<file path="src/rtl/rom_port_arbiter.sv">
// rom_port_arbiter
// Shares one synchronous-read port of the boot/program ROM between the CPU
// instruction fetch (I) and the data bus (D). Each cycle it picks at most one
// requester, drives the ROM enable and word address, and tracks the read in
// flight. Two cycles after the grant it returns the registered ROM word to
// the owner with a one-cycle valid pulse. Throughput is one read per cycle.
module rom_port_arbiter #(
    parameter int ADDR_W  = 9,
    parameter int DATA_W  = 32,
    parameter int RR_MODE = 1
) (
    input  logic              clk,
    input  logic              rst,

    input  logic              i_req,
    input  logic [31:0]       i_addr,
    output logic              i_gnt,
    output logic [DATA_W-1:0] i_rdata,
    output logic              i_valid,

    input  logic              d_req,
    input  logic [31:0]       d_addr,
    output logic              d_gnt,
    output logic [DATA_W-1:0] d_rdata,
    output logic              d_valid,

    output logic              rom_en,
    output logic [ADDR_W-1:0] rom_addr,
    input  logic [DATA_W-1:0] rom_do
);

    // Round-robin pointer encoding: which requester wins the next contended cycle.
    localparam logic PTR_I = 1'b0;
    localparam logic PTR_D = 1'b1;

    // Round-robin is a build-time choice; fixed priority always favours I.
    localparam logic RR_EN = (RR_MODE != 0);

    // Requester that wins the next contended cycle.
    logic rr_ptr;

    // Stage-1 tag: a read was issued last cycle, and whether D owns it.
    logic tag1_valid;
    logic tag1_is_d;

    // Arbitration result for this cycle.
    logic i_win;
    logic d_win;

    // Byte-offset and upper address bits are decoded upstream; they are
    // collected here only so that their non-use is explicit.
    logic unused_addr_bits;

    assign unused_addr_bits = ^{i_addr[31:ADDR_W+2], i_addr[1:0],
                                d_addr[31:ADDR_W+2], d_addr[1:0]};

    // Pick at most one requester; reset suppresses any grant this cycle.
    always_comb begin
        // NOTE: every output of a combinational block gets a default first,
        // otherwise a path that skips an assignment infers a latch.
        i_win = 1'b0;
        d_win = 1'b0;
        if (!rst) begin
            if (i_req && d_req) begin
                if (RR_EN && (rr_ptr == PTR_D)) begin
                    d_win = 1'b1;
                end else begin
                    i_win = 1'b1;
                end
            end else begin
                i_win = i_req;
                d_win = d_req;
            end
        end
    end

    assign i_gnt  = i_win;
    assign d_gnt  = d_win;
    assign rom_en = i_win | d_win;

    // Word address of the granted requester (I when nobody is granted).
    assign rom_addr = d_win ? d_addr[ADDR_W+1:2] : i_addr[ADDR_W+1:2];

    // Pointer flips to the other requester after every grant.
    always_ff @(posedge clk) begin
        // NOTE: sequential state uses non-blocking assignments so every
        // register samples the pre-edge values, independent of block order.
        if (rst) begin
            rr_ptr <= PTR_I;
        end else if (i_win || d_win) begin
            rr_ptr <= i_win ? PTR_D : PTR_I;
        end
    end

    // Stage 1: remember whether a read was issued and who owns it.
    always_ff @(posedge clk) begin
        if (rst) begin
            tag1_valid <= 1'b0;
            tag1_is_d  <= 1'b0;
        end else begin
            tag1_valid <= i_win | d_win;
            tag1_is_d  <= d_win;
        end
    end

    // Stage 2: capture the ROM word into the owner's register and pulse its valid.
    always_ff @(posedge clk) begin
        // NOTE: the read-data holding registers are reset because their
        // post-reset value is architecturally visible; this is a handful of
        // flops, not a memory array, so the reset costs nothing significant.
        if (rst) begin
            i_rdata <= '0;
            d_rdata <= '0;
            i_valid <= 1'b0;
            d_valid <= 1'b0;
        end else begin
            i_valid <= tag1_valid && !tag1_is_d;
            d_valid <= tag1_valid &&  tag1_is_d;
            if (tag1_valid && !tag1_is_d) begin
                i_rdata <= rom_do;
            end
            if (tag1_valid && tag1_is_d) begin
                d_rdata <= rom_do;
            end
        end
    end

endmodule

</file>
<file path="config.mk">
export PLATFORM = sky130hd
export DESIGN_NAME = rom_port_arbiter
export DESIGN_NICKNAME = d
export VERILOG_FILES = /design/src/rtl/rom_port_arbiter.sv
export SDC_FILE = /design/constraint.sdc
export NUM_CORES = 1
export LEC_CHECK = 0
export BUFFER_PORTS_ARGS = -buffer_cell sky130_fd_sc_hd__buf_2
export CORE_ASPECT_RATIO = 1.4
export CORE_MARGIN = 2
export CORE_UTILIZATION = 41
export CTS_CLUSTER_DIAMETER = 200
export DETAILED_ROUTE_END_ITERATION = 8
export HOLD_SLACK_MARGIN = 0.12
export PLACE_DENSITY = 0.92
export SKIP_LAST_GASP = 1
export SLEW_MARGIN = 20
export SYNTH_ARGS = -nofsm -noshare
export SYNTH_HDL_FRONTEND = slang
export SYNTH_SLANG_ARGS = --single-unit
</file>
<file path="constraint.sdc">
create_clock -name clk -period 1.6 [get_ports clk]
set_input_delay 0.24 -clock clk [delete_from_list [all_inputs] [get_ports clk]]
set_output_delay 0.24 -clock clk [all_outputs]
set_load 0.02 [all_outputs]
</file>
==> results.cfg <==
[cts]
clkSlewWorstSetupHoldPaths_ns = 0.07
ctsLongestPathBuffers = 2
clock-sinks = 69
h-tree-depth = 3
clk_latency_ns = 0.34
hold_buffers = 0
cts_tree = built
cts_buffers = 9
root_buffer = clkbuf_8

[sta]
fin_crit_ns = 1.684
worst_pin_slew_ns = 0.4024
slew_headroom = 0.7318
setup_viol = 9
rsz0062_at_grt = yes
finClkSkew_ns = 0.005996
slew_violations = 0
finalSetupTns_ns = -0.5343
fmax_ghz = 0.5938
finalHoldViolCount = 0
period_share = 1.053
worst_slack_ns = -0.08416
timing.hold.ws_ns = 0.1434

[critical_path]
reg2reg_to = d_rdata[10]$_SDFFE_PP0P_
critPathMaxFanout = 6
cp.required_ns = 1.36
end_kind = output port
r2r-start = tag1_is_d$_SDFF_PP0_
worstSetupPathType = flip-flop to output port
arrival_ns = 1.44
start_kind = flip-flop
worst-r2r-setup-slack_ns = 0.45
ff2ff_path_depth = 4

[logic_synthesis]
yosysWarnings = 0
synth_top_area_frac = 0.5385
synthFlopType = dfxtp_1
synth.distinct_cells = 20
yosys-top-cells-area = dfxtp_1 (54%), nand2_1 (19%), a21oi_1 (13%)
netlist_area_um2 = 2565
synth_nets = 410
synth-edff-count = 0
synth_area_per_cell_um2 = 8.274
ys_seq_area_frac = 0.5385
synth_top_area_cell = dfxtp_1
ys_ff_latch = 69
synth_commonest_cells = nand2_1 (129), dfxtp_1 (69), a21oi_1 (65)
synth_most_common_cell = nand2_1
ys_async_sr_fraction = 0
syn_inst = 310

[route]
routed_wl_um = 6800
wl_met1_um = 2588
wire_per_inst_um = 13.08
dr.pass1.iters = 4
via_per_inst = 4.865
wl_met2_um = 3592
top_layer_used = met4
vias = 2530
drc_errors = 0
wl_met3_um = 432
ant_nets = 0
drt_iter0_markers = 116

[die]
io-pin-count = 178
rows = 34
coreArea_um2 = 6126
die-area_um2 = 6913
initial_core_util = 0.4187
die_h_um = 97.59
die_w_um = 70.85

[min_path]
hp-class = input pin to flip-flop
whs_path_depth = 3
worstHoldStart = rom_do[12]
holdPathEnd = i_rdata[12]$_SDFFE_PP0P_

[placed_design]
hpwl_um = 4693
dp.cells = 499
numPortBuffers = 131
gp_congestion = 0.7892

[outcome]
status = finished, violations left
violations = setup timing

[grt]
grt_pass1_wl_um = 10460
grt_max_degree = 40
grtUsageTotal = 0.1929
grt_overflow = 0
grt_pass1_vias = 2352
antenna_found_initial = 0

[job]
drv_cap = 0

[power_and_ir_drop]
pwr_density_cell_nw_per_um2 = 1095
clockPowerShare = 0.395
p_leak_nw = 1.738
intPower_mw = 2.935
power_frac_comb = 0.140
ir_drop_mv = 0.6529
seqPwrFrac = 0.464
p_sw_uw = 996.2
power.total_mw = 3.931
switching_share = 0.2534

[finish]
stdcell_count = 520
fillerInstances = 567
num_antenna_cells = 0
finalNetCount = 543
utilization = 0.5862
area_growth_pct = 40.00
drive_above_1_share = 0.3884
placed cells by master (no fill, tap or decap), types with 2 or more instances in the layout:
cell       instances
bufinv_16          2
nand2b_1           2
nand2_1          129
mux2_4             9
nor2_1             3
buf_4             12
buf_6              9
inv_1              3
a21oi_1           65
clkinv_2           2
nand3b_4           2
dfxtp_1           68
buf_2            122
clkbuf_8          10
stage by stage:
| stage | setup slack (ns) | area [um2] |
|---|---|---|
| 6_report | -0.08416 | 3591 |
| 5_1_grt | -0.1349 | 3591 |
| 4_1_cts | -0.1040 | 3591 |
| 3_5_place_dp | 0.1429 | 3251 |
| 3_3_place_gp | 0.1677 | 3251 |
| 2_1_floorplan | 0.3000 | 2565 |
power groups by stage:
stage               combinational, mW  sequential, mW  clock (mW)
finish                          0.551            1.83        1.55
global placement                0.497            1.86           0
global route                    0.596            1.83        1.66
detailed placement              0.509            1.87           0
CTS                             0.555            1.83        1.60
floorplan                       0.232            1.94           0
how the worst max path moves through the flow:
stage,end,start,slack (ns),cells past startpoint
2_1_floorplan,rom_addr[0],rr_ptr$_SDFFE_PP0P_,0.30,4
3_3_place_gp,rom_addr[8],rr_ptr$_SDFFE_PP0P_,0.17,4
3_5_place_dp,rom_addr[8],rr_ptr$_SDFFE_PP0P_,0.14,4
4_1_cts,rom_addr[2],rr_ptr$_SDFFE_PP0P_,-0.10,4
5_1_grt,rom_addr[7],rr_ptr$_SDFFE_PP0P_,-0.13,4
6_report,rom_addr[7],rr_ptr$_SDFFE_PP0P_,-0.08,4
final cells by class:
| type | count | area (um2) | share of cell area |
|---|---|---|---|
| sequential | 69 | 1383 | 0.3850 |
| multi-input combinational | 216 | 1061 | 0.2955 |
| timing repair buffer | 144 | 822.0 | 0.2289 |
| clock buffer | 10 | 137.6 | 0.03833 |
| tap | 72 | 90.09 | 0.02509 |
| clock inverter | 6 | 86.33 | 0.02404 |
| inverter | 3 | 11.26 | 0.003136 |
critical path: stages, from the launching register on:
cell and delay (ns):
dfxtp_2 0.33, nand2b_4 0.15, nand3b_4 0.15, mux2_4 0.34
buf_6 0.13
flip-flops by register name, summed over array words and instances (netlist names):
register,cells
d_valid,1
i_rdata,32
rr_ptr,1
tag1_valid,1
tag1_is_d,1
d_rdata,32
i_valid,1
layer usage:
layer  global-route usage  up-vias
met5                    0        -
met4              0.09289        0
met3              0.04668       15
met2               0.3444      100
met1               0.2083     1158
li1                     -     1257
what timing repair did:
action	4_1_cts	5_1_grt
setup endpoints to repair	9	9
buffers inserted	4	0
pin swaps	1	0
endpoints found under the hold margin	0	0
resized for setup	22	0
gates cloned	1	0
logic make-up (layout without fill, tap and decap cells):
logic type / count (synthesis) / count (layout) / synth area share
AO/OA/AOI/OAI: 66 / 66 / 0.1298
AND/OR/NAND/NOR: 140 / 141 / 0.2205
buffers and inverters: 26 / 163 / 0.06000
flip-flops: 69 / 69 / 0.5385
multiplexers: 9 / 9 / 0.05122
(Power assumes the default switching activity.)
